===== src/rtl/clk_div_pkg.sv =====
// Shared constants and mode encoding for the clk_125 divider bank.
package clk_div_pkg;

  localparam int          CW_DEFAULT      = 24;
  localparam int unsigned DEF_DIV_DEFAULT = 8333333;

  typedef enum logic {
    MODE_TOGGLE = 1'b0,
    MODE_PULSE  = 1'b1
  } mode_e;

endpackage


===== src/rtl/clk_div_chan.sv =====
// One divider channel: counter, active terminal count/mode, one-deep shadow
// register that is applied at the next wrap, disable, or sync.
module clk_div_chan
  import clk_div_pkg::*;
#(
  parameter int             CW       = CW_DEFAULT,
  parameter logic [CW-1:0]  DEF_DIV  = CW'(DEF_DIV_DEFAULT),
  parameter mode_e          DEF_MODE = MODE_TOGGLE
) (
  input  logic          clk_125,
  input  logic          rst,
  input  logic          en,
  input  logic          sync,
  input  logic          wr,
  input  logic [CW-1:0] wr_div,
  input  mode_e         wr_mode,
  output logic          pending,
  output logic          clk_out,
  output logic          tick
);

  logic [CW-1:0] cnt, cnt_nxt;
  logic [CW-1:0] tc, tc_nxt;
  logic [CW-1:0] shd_div, shd_div_nxt;
  mode_e         mode, mode_nxt;
  mode_e         shd_mode, shd_mode_nxt;
  logic          pend_nxt;
  logic          clk_nxt;
  logic          tick_nxt;
  logic          wrap;

  // NOTE: every variable gets its default before any branch, so no path
  // through this block can leave one unassigned and infer a latch.
  always_comb begin
    cnt_nxt      = cnt;
    tc_nxt       = tc;
    mode_nxt     = mode;
    shd_div_nxt  = shd_div;
    shd_mode_nxt = shd_mode;
    pend_nxt     = pending;
    clk_nxt      = clk_out;
    tick_nxt     = 1'b0;
    wrap         = (cnt == tc);

    if (wr) begin
      shd_div_nxt  = wr_div;
      shd_mode_nxt = wr_mode;
    end

    if (sync || !en) begin
      // Stopped or restarting: a write on this edge goes straight to the
      // active registers, otherwise any waiting shadow is taken.
      cnt_nxt  = '0;
      clk_nxt  = 1'b0;
      pend_nxt = 1'b0;
      if (wr) begin
        tc_nxt   = wr_div;
        mode_nxt = wr_mode;
      end else if (pending) begin
        tc_nxt   = shd_div;
        mode_nxt = shd_mode;
      end
    end else if (wrap) begin
      cnt_nxt  = '0;
      tick_nxt = 1'b1;
      pend_nxt = wr;
      if (pending) begin
        tc_nxt   = shd_div;
        mode_nxt = shd_mode;
      end
      // Output follows the mode in force from this edge on; a channel
      // leaving pulse mode restarts its toggle level from 0.
      if (mode_nxt == MODE_PULSE)  clk_nxt = 1'b1;
      else if (mode == MODE_PULSE) clk_nxt = 1'b0;
      else                         clk_nxt = !clk_out;
    end else begin
      cnt_nxt = cnt + CW'(1);
      if (mode == MODE_PULSE) clk_nxt = 1'b0;
      if (wr) pend_nxt = 1'b1;
    end
  end

  // NOTE: state registers use non-blocking assignments only; the async
  // reset clears the outputs immediately, without waiting for an edge.
  always_ff @(posedge clk_125 or posedge rst) begin
    if (rst) begin
      cnt      <= '0;
      tc       <= DEF_DIV;
      mode     <= DEF_MODE;
      shd_div  <= DEF_DIV;
      shd_mode <= DEF_MODE;
      pending  <= 1'b0;
      clk_out  <= 1'b0;
      tick     <= 1'b0;
    end else begin
      cnt      <= cnt_nxt;
      tc       <= tc_nxt;
      mode     <= mode_nxt;
      shd_div  <= shd_div_nxt;
      shd_mode <= shd_mode_nxt;
      pending  <= pend_nxt;
      clk_out  <= clk_nxt;
      tick     <= tick_nxt;
    end
  end

endmodule


===== src/rtl/clk_div_bank.sv =====
// NCH-channel programmable clock/tick generator in the clk_125 domain;
// holds config decode and the per-channel ready mux.
module clk_div_bank
  import clk_div_pkg::*;
#(
  parameter int          NCH      = 4,
  parameter int          CW       = CW_DEFAULT,
  parameter int unsigned DEF_DIV  = DEF_DIV_DEFAULT,
  parameter bit          DEF_MODE = 1'b0,
  // Derived; not meant to be overridden.
  parameter int          CHW      = (NCH > 1) ? $clog2(NCH) : 1
) (
  input  logic           clk_125,
  input  logic           rst,
  input  logic [NCH-1:0] en,
  input  logic           sync,
  input  logic           cfg_valid,
  output logic           cfg_ready,
  input  logic [CHW-1:0] cfg_ch,
  input  logic [CW-1:0]  cfg_div,
  input  logic           cfg_mode,
  output logic [NCH-1:0] clk_out,
  output logic [NCH-1:0] tick
);

  logic [NCH-1:0]      pending;
  logic [2**CHW-1:0]   pend_ext;
  logic [NCH-1:0]      wr;

  // Unused select codes read as not pending, so writes to them are
  // accepted and dropped.
  always_comb begin
    pend_ext            = '0;
    pend_ext[NCH-1:0]   = pending;
  end

  assign cfg_ready = !pend_ext[cfg_ch];

  for (genvar i = 0; i < NCH; i++) begin : g_chan
    assign wr[i] = cfg_valid && cfg_ready && (cfg_ch == CHW'(i));

    clk_div_chan #(
      .CW       (CW),
      .DEF_DIV  (CW'(DEF_DIV)),
      .DEF_MODE (mode_e'(DEF_MODE))
    ) u_chan (
      .clk_125 (clk_125),
      .rst     (rst),
      .en      (en[i]),
      .sync    (sync),
      .wr      (wr[i]),
      .wr_div  (cfg_div),
      .wr_mode (mode_e'(cfg_mode)),
      .pending (pending[i]),
      .clk_out (clk_out[i]),
      .tick    (tick[i])
    );
  end

endmodule

===== config.mk =====
export PLATFORM = sky130hd
export DESIGN_NAME = clk_div_bank
export DESIGN_NICKNAME = d
export VERILOG_FILES = /design/src/rtl/clk_div_pkg.sv /design/src/rtl/clk_div_chan.sv /design/src/rtl/clk_div_bank.sv
export SDC_FILE = /design/constraint.sdc
export NUM_CORES = 1
export LEC_CHECK = 0
export CORE_UTILIZATION = 56
export DETAILED_ROUTE_END_ITERATION = 6
export PLACE_DENSITY_LB_ADDON = 0.15
export SLEW_MARGIN = 20
export SYNTH_ARGS = -nofsm -noshare
export SYNTH_HDL_FRONTEND = slang
export SYNTH_SLANG_ARGS = --single-unit

===== constraint.sdc =====
create_clock -name clk_125 -period 10.8 [get_ports clk_125]
set_clock_uncertainty 0.1 [all_clocks]
set_input_delay 2.16 -clock clk_125 [delete_from_list [all_inputs] [get_ports clk_125]]
set_output_delay 2.16 -clock clk_125 [all_outputs]
set_load 0.01 [all_outputs]

==> impl_metrics.csv, run 1 <==
group,metric,value,unit
run_status,status,"completed",
synth,synthTopCellsByArea,"dfrtp_1 (33%), dfstp_2 (16%), xor2_1 (8.5%)",
synth,syn_inst,1725,
synth,synth_edf_count,0,
clock_tree,cts_resized,0,
sta,setup_viol,0,
sta,period_share,58.31,%
synth,async_flop_share,100.0,%
detailed_routing,drt_iter0_markers,1030,
detailed_routing,num_vias,12460,
detailed_routing,drc,0,
floorplan,coreArea,28090,um2
synth,netlist_area,16150,um2
worst_hold_path,hold_depth,2,
floorplan,die_w,171.8,um
clock_tree,numCtsBuffers,34,
floorplan,fp-row-count,61,
sta,max_slew.worst_pin.slew,1.102,ns
power_and_ir_drop,p_total,3124,uW
sta,tns,0,ns
floorplan,dieArea,29510,um2
critical_path,crit_type,"input pin to output pin",
critical_path,crit_top_cell,"clkdlybuf4s50_1",
clock_tree,cts_buffer_depth,3,
clock_tree,cts_setup_buffers,0,
placement,dp_cells,2024,
synth,syn_nets,1764,
power_and_ir_drop,power-per-cell-area,175.4,nW/um2
global_route,gr-total-overflow,0,
placement,gp_congestion,0.8407,
final_layout,area_growth,10.31,%
detailed_routing,drt_pass1_iterations,5,
worst_hold_path,hold_class,"flip-flop to flip-flop",
critical_path,critPathSlowestCell,"clkdlybuf4s50_1",
clock_tree,clock_sinks,308,
clock_tree,htreeDepth,2,
synth,synth_area_leader_cell,"dfrtp_1",
global_route,antenna_found_initial,1,
clock_tree,insertion_delay,0.53,ns
synth,ys_seq_elements,308,
global_route,grt_max_degree,183,
placement,portBuffers,43,
synth,synthTopCellsByCount,"nand2_1 (298), dfrtp_1 (212), nor2_1 (183)",
clock_tree,clock-root-buffer,"clkbuf_16",
global_route,grt_pass1_wl,64480,um
clock_tree,clkSlewWorstSetupHoldPaths,0.06,ns
critical_path,arrival,4.04,ns
clock_tree,ctsHoldBuffers,0,
global_route,grtUsageTotal,28.16,%
placement,hpwl,26340,um
placement,pre_cts_slack,4.486,ns
critical_path,rrSetupSlack,7.59,ns
power_and_ir_drop,p_leak,0.007434,uW
synth,ys.flop_type,"dfrtp_1",
synth,post-synth-top-count-cell,"nand2_1",
sta,slew_headroom,26.49,%
critical_path,startpoint,"cfg_ch[0]",
global_route,grt_pass1_vias,11800,
final_layout,nNetsFinal,1722,
sta,layout_min_cycle_time,6.297,ns
detailed_routing,drt_wl_total,40840,um
final_layout,layout-drive-gt1-share,12.94,%
worst_hold_path,hold_start,"g_chan[2].u_chan.shd_div[11]",
final_layout,fin_cells,2087,
clock_tree,cts_tree,"built",
sta,hold_viol,0,
synth,avgSynthCellArea,9.360,um2
sta,max_freq,0.1588,GHz
detailed_routing,route.antenna.remaining_nets,0,
final_layout,utilization,63.41,%
critical_path,end_kind,"output pin",
critical_path,timing.rr.start,"g_chan[1].u_chan.tc[13]",
critical_path,cp_max_fo,9,
synth,seq_area_frac_synth,48.48,%
floorplan,start_util,57.48,%
detailed_routing,via_per_inst,5.968,
synth,yosysUniqueCellTypes,54,
detailed_routing,wire_per_inst,19.57,um
critical_path,cp_slowest_stage_delay,0.67,ns
sta,slew_viol_final,0,
flow_run,drv_cap,0,
critical_path,r2r_cells,5,
critical_path,cp-start-kind,"input pin",
synth,yosysWarnings,0,
critical_path,timing.rr.end,"g_chan[1].u_chan.pending",
floorplan,die_h,171.8,um
floorplan,ioPinCount,44,
synth,yosysTopAreaCellShare,32.86,%
critical_path,worst-endpoint-required,8.54,ns
sta,worst_slack,4.503,ns
power_and_ir_drop,peakVddDrop,132.4,uV
worst_hold_path,hold_end,"g_chan[2].u_chan.shd_div[11]",
critical_path,cp_cell_sequence,"clkdlybuf4s50_1 > mux4_2 > inv_1 > clkdlybuf4s50_1",
sta,rsz0062_at_grt,"false",
[cells by family (layout without fill, tap and decap cells)]
kind of cell | count (synthesis) | count (layout) | synth area share [%]
and+or+nand+nor | 708 | 708 | 20.23
DFF | 308 | 308 | 48.48
AOI/OAI and AO/OA | 300 | 300 | 13.99
buffers and inverters | 202 | 185 | 5.603
xor gates and xnor gates | 183 | 183 | 9.927
muxes | 20 | 20 | 1.465
adders and majority gates | 4 | 4 | 0.3100
other | 0 | 1 | 0
[area by class of cell]
type | instances | area (um2)
flip-flops and latches | 308 | 7828
diodes | 1 | 2.502
clock buffers | 48 | 1015
inverters | 64 | 247.7
clock inverters | 13 | 168.9
well taps | 378 | 473.0
repair buffers | 60 | 590.6
multi-input cells | 1215 | 7485
fillers | 2377 | 10280
[flip-flops by register name, indices dropped and copies added, names as in the netlist]
register,cells
g_chan.u_chan.shd_mode,4
g_chan.u_chan.mode,4
g_chan.u_chan.cnt,96
g_chan.u_chan.tick,4
g_chan.u_chan.clk_out,4
g_chan.u_chan.shd_div,96
g_chan.u_chan.tc,96
g_chan.u_chan.pending,4
[cells in the final DEF (no fill, tap or decap), types with 4 or more instances in the layout]
cell	instances
nand3b_1	4
clkbuf_1	4
clkdlybuf4s50_1	43
nand4_1	31
clkbuf_16	35
o21ai_0	51
nand3_1	44
nor4_1	23
a311oi_1	39
clkbuf_8	9
a21oi_1	15
and4_1	12
clkinv_2	8
buf_4	15
and3_1	15
inv_1	62
o221ai_1	55
ha_1	4
xnor2_1	27
dfstp_2	96
nor4_2	5
a211oi_1	12
nor3_1	11
nand2_1	298
o211ai_1	72
o32ai_1	39
nor2_1	182
mux2_2	19
bufinv_16	4
and2_1	4
dfrtp_1	212
xor2_1	156
nand2b_1	55
[routing by layer]
metal | track usage, % | wire length [um] | up-vias
li1 | - | - | 5908
met1 | 38.88 | 18230 | 6149
met2 | 44.62 | 19180 | 329
met3 | 4.947 | 2110 | 69
met4 | 9.850 | 1321 | 0
met5 | 0 | 0 | -
[worst max path at each step]
stage	to	slack [ns]
after floorplan	g_chan[0].u_chan.clk_out	0.18
after global placement	cfg_ready	4.52
after detailed placement	cfg_ready	4.49
after CTS	cfg_ready	4.48
after global routing	cfg_ready	4.44
final	cfg_ready	4.50
[power by group]
part | internal (uW) | switching (uW)
combinational | 183 | 253
clock | 751 | 480
sequential | 1350 | 107
[critical path: cells and delay by family]
kind | cells | cell delay [ns]
buffers and inverters | 3 | 1.28
multiplexers | 1 | 0.60
[through the flow]
stage                     hold WS (ns)  cell area (um2)
after floorplan                 0.3393            16150
after global placement          0.3459            16570
after CTS                       0.3595            17760
after global routing            0.3752            17810
final                           0.3598            17810
after detailed placement        0.3506            16580
Note: power is estimated with default switching activity, not from simulation.
==> run 2: changes to the inputs <==
==> constraint.sdc (replaced) <==
create_clock -name clk_125 -period 5.6 [get_ports clk_125]
set_clock_uncertainty 0.1 [all_clocks]
set_input_delay 1.12 -clock clk_125 [delete_from_list [all_inputs] [get_ports clk_125]]
set_output_delay 1.12 -clock clk_125 [all_outputs]
set_load 0.01 [all_outputs]
==> run 2 against run 1 <==
Die area stayed put. Largest power group unchanged. Sequential power grew 92%. Critical path type unchanged. Non-clock buffer count increased by 8.
==> impl_metrics.csv, run 2 (synthesized netlist as in run 1, its figures left out) <==
group,metric,value,unit
placement,placed_area,16640,um2
critical_path,arrival,2.99,ns
flow_run,drv_cap,0,
sta,layout_min_cycle_time,4.209,ns
critical_path,path_delay_family,"buffers and inverters",
global_route,grtUsageTotal,27.96,%
clock_tree,cts_resized,0,
global_route,grt_util_met2,42.67,%
critical_path,cp-start-kind,"input pin",
placement,portBuffers,43,
sta,slew_viol_final,0,
clock_tree,insertion_delay,0.52,ns
floorplan,start_util,57.48,%
detailed_routing,route.antenna.remaining_nets,0,
placement,hpwl,26420,um
final_layout,nNetsFinal,1731,
floorplan,ioPinCount,44,
power_and_ir_drop,p_switching,1603,uW
placement,gp_congestion,0.8366,
clock_tree,cts_buffer_depth,3,
floorplan,coreArea,28090,um2
detailed_routing,drc,0,
global_route,grt_pass1_vias,11800,
sta,setup_viol,0,
power_and_ir_drop,power-per-cell-area,331.1,nW/um2
power_and_ir_drop,combPwrFrac,14.2,%
sta,rsz0062_at_grt,"false",
detailed_routing,num_vias,12360,
clock_tree,cts_tree,"built",
global_route,grt_max_degree,116,
floorplan,dieArea,29510,um2
critical_path,crit_type,"input pin to output pin",
power_and_ir_drop,peakVddDrop,274.8,uV
clock_tree,cts_setup_buffers,0,
sta,tns,0,ns
clock_tree,clock_sinks,308,
critical_path,cp_cell_sequence,"clkdlybuf4s50_1 > mux4_2 > inv_1 > clkdlybuf4s50_1",
sta,slew_headroom,22.67,%
sta,max_slew.worst_pin.slew,1.160,ns
floorplan,fp-row-count,61,
sta,max_freq,0.2376,GHz
clock_tree,clock-root-buffer,"clkbuf_16",
detailed_routing,drt_wl_total,40270,um
critical_path,end_kind,"output pin",
floorplan,die_h,171.8,um
critical_path,crit_top_cell,"clkdlybuf4s50_1",
power_and_ir_drop,p_leak,0.007423,uW
power_and_ir_drop,swShare,27.22,%
critical_path,worst-path-buf-inv,3,
critical_path,critPathSlowestCell,"clkdlybuf4s50_1",
final_layout,final_common_cell,"nand2_1",
clock_tree,ctsHoldBuffers,0,
sta,hold_viol,0,
clock_tree,numCtsBuffers,35,
clock_tree,clkSlewWorstSetupHoldPaths,0.06,ns
final_layout,design_area,17790,um2
run_status,status,"completed",
detailed_routing,drt_iter0_markers,950,
final_layout,area_growth,10.16,%
detailed_routing,via_per_inst,5.888,
global_route,gr-usage-met3,4.510,%
final_layout,layout-drive-gt1-share,13.10,%
floorplan,die_w,171.8,um
power_and_ir_drop,p_int,4287,uW
final_layout,fillCellCount,2354,
detailed_routing,drt_pass1_iterations,7,
power_and_ir_drop,p_seq_share,47.7,%
worst_hold_path,hold_class,"flip-flop to flip-flop",
final_layout,mostFrequentLayoutCells,"nand2_1 (298), dfrtp_1 (212), nor2_1 (182), xor2_1 (156), dfstp_2 (96)",
detailed_routing,wire_per_inst,19.18,um
critical_path,worst-endpoint-required,4.38,ns
global_route,antenna_found_initial,6,
global_route,grt_pass1_wl,64060,um
critical_path,cp_max_fo,9,
sta,period_share,75.17,%
final_layout,largestRegisters,"g_chan.u_chan.cnt: 96 flops, g_chan.u_chan.shd_div: 96 flops, g_chan.u_chan.tc: 96 flops",
critical_path,cp_slowest_stage_delay,0.68,ns
global_route,grt_util_met1,39.07,%
clock_tree,htreeDepth,2,
power_and_ir_drop,power_frac_clock,38.1,%
global_route,gr-total-overflow,0,
global_route,grt-busiest-layer,"met2",
## run 2: changes by cell type in the layout (fill, tap and decap cells not counted), moves of 2 or more
| cell | before | now |
|---|---|---|
| a31oi_1 | 2 | 4 |
| a31oi_2 | 3 | 1 |
| buf_4 | 15 | 23 |
| bufinv_16 | 4 | 0 |
| clkbuf_1 | 4 | 9 |
| clkbuf_16 | 35 | 37 |
| clkinvlp_4 | 0 | 2 |
| diode_2 | 1 | 4 |
| o21ai_2 | 3 | 5 |
| o21ai_4 | 3 | 1 |
## run 2: area by class of cell
class | instances | area, um2 | share of cell area (%)
repair buffers | 68 | 643.1 | 3.616
inverters | 64 | 244.0 | 1.372
multi-input cells | 1215 | 7462 | 41.96
flip-flops and latches | 308 | 7828 | 44.01
diodes | 4 | 10.01 | 0.05628
clock inverters | 8 | 42.54 | 0.2392
well taps | 378 | 473.0 | 2.659
clock buffers | 55 | 1084 | 6.092
## run 2: tightest hold or removal path, delay by kind of cell (launching register included)
kind	cells	cell delay, ns
flip-flops	1	0.37
AND/OR/NAND/NOR	2	0.09
## run 2: layer usage
metal / vias to the layer above / routed length [um]
met1: 6030 / 18130
met2: 317 / 18620
li1: 5922 / -
met4: 4 / 1418
met3: 91 / 2071
met5: - / 26
## run 2: worst paths after layout
| check | slack [ns] | to | depth (start not counted) | startpoint |
|---|---|---|---|---|
| max | 1.39 | cfg_ready | 4 | cfg_ch[0] |
| min | 0.36 | g_chan[1].u_chan.shd_div[16] | 2 | g_chan[1].u_chan.shd_div[16] |
| max reg2reg | 2.21 | g_chan[0].u_chan.pending | 5 | g_chan[0].u_chan.tc[20] |
| min reg2reg | 0.36 | g_chan[1].u_chan.shd_div[16] | 2 | g_chan[1].u_chan.shd_div[16] |
| max in group asynchronous | 3.71 | g_chan[2].u_chan.cnt[4] | 3 | rst |
| min in group asynchronous | 0.81 | g_chan[1].u_chan.tc[14] | 2 | rst |
## run 2: metrics by stage
step,hold WS (ns),cells,total power [uW],utilization (%),setup slack (ns)
4_1_cts,0.3602,2096,5929,63.26,1.367
3_3_place_gp,0.3467,2033,3644,59.25,1.389
6_report,0.3588,2100,5889,63.32,1.391
5_1_grt,0.3639,2100,6150,63.32,1.343
3_5_place_dp,0.3495,2033,3676,59.25,1.370
2_1_floorplan,0.3393,1725,3423,-,0.3594
## run 2: power groups by stage
stage               combinational (uW)  sequential [uW]  clock, uW
CTS                                839             2810       2280
finish                             835             2810       2240
detailed placement                 836             2840          0
floorplan                          660             2760          0
global placement                   805             2840          0
global route                       940             2840       2370
==> run 3: changes to the inputs <==
--- a/config.mk
+++ b/config.mk
@@ -5,7 +5,7 @@
 export SDC_FILE = /design/constraint.sdc
 export NUM_CORES = 1
 export LEC_CHECK = 0
-export CORE_UTILIZATION = 56
+export CORE_UTILIZATION = 60
 export DETAILED_ROUTE_END_ITERATION = 6
 export PLACE_DENSITY_LB_ADDON = 0.15
 export SLEW_MARGIN = 20
==> constraint.sdc (replaced) <==
create_clock -name clk_125 -period 4.1 [get_ports clk_125]
set_clock_uncertainty 0.1 [all_clocks]
set_input_delay 0.82 -clock clk_125 [delete_from_list [all_inputs] [get_ports clk_125]]
set_output_delay 0.82 -clock clk_125 [all_outputs]
set_load 0.01 [all_outputs]
==> run 3 against run 2 <==
The flow now finishes with violations (DRC). First-iteration DRC count is 11% higher. Total power grew 37%. Die area decreased by 6.6%. Hold slack worse by 0.00066 ns. Clock power rose by 36%. Core utilization grew 5.1 points. Via count grew 2.8%. Global-route usage is 2.9 points higher. Routed wire length increased by 2.5%. Critical path type unchanged. Highest routed layer is now met4.
==> impl_metrics.csv, run 3 (synthesized netlist as in run 1, its figures left out) <==
group,metric,value,unit
detailed_routing,drt_wl_total,41290,um
final_layout,diodes,0,
critical_path,crit_type,"input pin to output pin",
critical_path,worst-endpoint-required,3.18,ns
detailed_routing,via_per_inst,6.110,
sta,max_slew.worst_pin.slew,1.030,ns
final_layout,area_growth,11.11,%
clock_tree,ctsHoldBuffers,0,
floorplan,start_util,61.61,%
run_status,violations,"DRC",
detailed_routing,drt_iter0_markers,1059,
global_route,antenna_found_initial,0,
clock_tree,insertion_delay,0.52,ns
floorplan,ioPinCount,44,
clock_tree,clkSlewWorstSetupHoldPaths,0.06,ns
sta,setup_viol,0,
clock_tree,clock_sinks,308,
critical_path,cp_max_fo,9,
clock_tree,cts_resized,0,
final_layout,design_area,17940,um2
final_layout,final_common_cell,"nand2_1",
detailed_routing,route.antenna.remaining_nets,0,
sta,worst_slack,0.5089,ns
global_route,grt_max_degree,87,
clock_tree,cts_setup_buffers,0,
floorplan,die_h,166.0,um
critical_path,r2r_cells,5,
floorplan,dieArea,27570,um2
clock_tree,cts_tree,"built",
worst_hold_path,hold_end,"g_chan[2].u_chan.shd_div[13]",
sta,slew_headroom,31.34,%
floorplan,fp-row-count,59,
floorplan,coreArea,26210,um2
placement,placed_area,16820,um2
critical_path,timing.rr.start,"g_chan[2].u_chan.cnt[9]",
clock_tree,clock-root-buffer,"clkbuf_16",
floorplan,die_w,166.0,um
power_and_ir_drop,power-per-cell-area,449.4,nW/um2
critical_path,end_kind,"output pin",
global_route,grt_pass1_wl,67530,um
power_and_ir_drop,p_leak,0.007559,uW
flow_run,drv_cap,0,
placement,portBuffers,43,
placement,gp_congestion,0.8630,
global_route,grt_pass1_vias,12310,
run_status,status,"finished, violations left",
sta,layout_min_cycle_time,3.591,ns
worst_hold_path,hold_start,"g_chan[2].u_chan.shd_div[13]",
global_route,gr-total-overflow,0,
detailed_routing,drc,1,
final_layout,layout-drive-gt1-share,14.09,%
final_layout,largestRegisters,"g_chan.u_chan.cnt: 96 flops, g_chan.u_chan.shd_div: 96 flops, g_chan.u_chan.tc: 96 flops",
final_layout,nNetsFinal,1759,
clock_tree,cts_buffer_depth,3,
clock_tree,htreeDepth,2,
sta,slew_viol_final,0,
sta,period_share,87.59,%
sta,max_freq,0.2785,GHz
final_layout,mostFrequentLayoutCells,"nand2_1 (298), dfrtp_1 (212), nor2_1 (182), xor2_1 (156), dfstp_2 (96)",
clock_tree,numCtsBuffers,35,
detailed_routing,num_vias,12710,
detailed_routing,wire_per_inst,19.84,um
detailed_routing,drt_pass1_iterations,7,
worst_hold_path,hold_class,"flip-flop to flip-flop",
power_and_ir_drop,peakVddDrop,385.6,uV
critical_path,rrSetupSlack,1.13,ns
worst_hold_path,hold_depth,2,
sta,hold_viol,0,
sta,rsz0062_at_grt,"false",
global_route,grtUsageTotal,30.81,%
critical_path,cp-start-kind,"input pin",
critical_path,arrival,2.67,ns
placement,hpwl,27500,um
placement,pre_cts_slack,0.5031,ns
critical_path,timing.rr.end,"g_chan[2].u_chan.pending",
-- run 3: changes by cell type in the layout (fill, tap and decap cells not counted), moves of 2 or more --
cell and change:
clkbuf_1 +4, diode_2 -4, clkinv_2 -3, buf_12 +2, buf_4 +26
-- run 3: worst max path at each step --
stage | from | end | slack (ns)
after CTS | cfg_ch[0] | cfg_ready | 0.50
after global placement | cfg_ch[0] | cfg_ready | 0.57
final | cfg_ch[0] | cfg_ready | 0.51
after floorplan | rst | g_chan[0].u_chan.clk_out | -0.84
after detailed placement | cfg_ch[0] | cfg_ready | 0.50
after global routing | cfg_ch[0] | cfg_ready | 0.44
-- run 3: area by class of cell --
class	instances	area, um2
Multi-Input combinational cell	1215	7457
Clock buffer	58	1085
Sequential cell	308	7828
Fill cell	2041	8267
Timing Repair Buffer	96	878.3
Tap cell	335	419.2
Clock inverter	5	28.78
Inverter	64	244.0
-- run 3: where the power goes --
group	total, uW	switching (uW)	internal [uW]	leakage [uW]
Clock	3050	1250	1800	0.000549
Sequential	3830	278	3560	0.00379
Combinational	1180	674	503	0.00322
Total	8060	2200	5860	0.00756
-- run 3: metrics by stage --
step | TNS (ns) | hold WS, ns | std cells | total power [uW] | utilization [%]
6_report | 0 | 0.3581 | 2081 | 8062 | 68.46
5_1_grt | 0 | 0.3720 | 2081 | 8403 | 68.46
4_1_cts | 0 | 0.3581 | 2081 | 8098 | 68.43
3_5_place_dp | 0 | 0.3481 | 2018 | 5042 | 64.18
3_3_place_gp | 0 | 0.3461 | 2018 | 4989 | 64.18
2_1_floorplan | -178.20 | 0.3393 | 1725 | 4675 | -
-- run 3: metal layers --
layer	up-vias	GRT usage, %	wire length, um
met5	-	0	0
met4	0	11.01	1357
met3	80	4.528	2312
met2	399	48.96	19350
met1	6249	43.24	18260
li1	5986	-	-
-- run 3: critical path: stages --
cell and delay [ns]:
clkdlybuf4s50_1 0.69, mux4_2 0.56, inv_1 0.08, clkdlybuf4s50_1 0.52
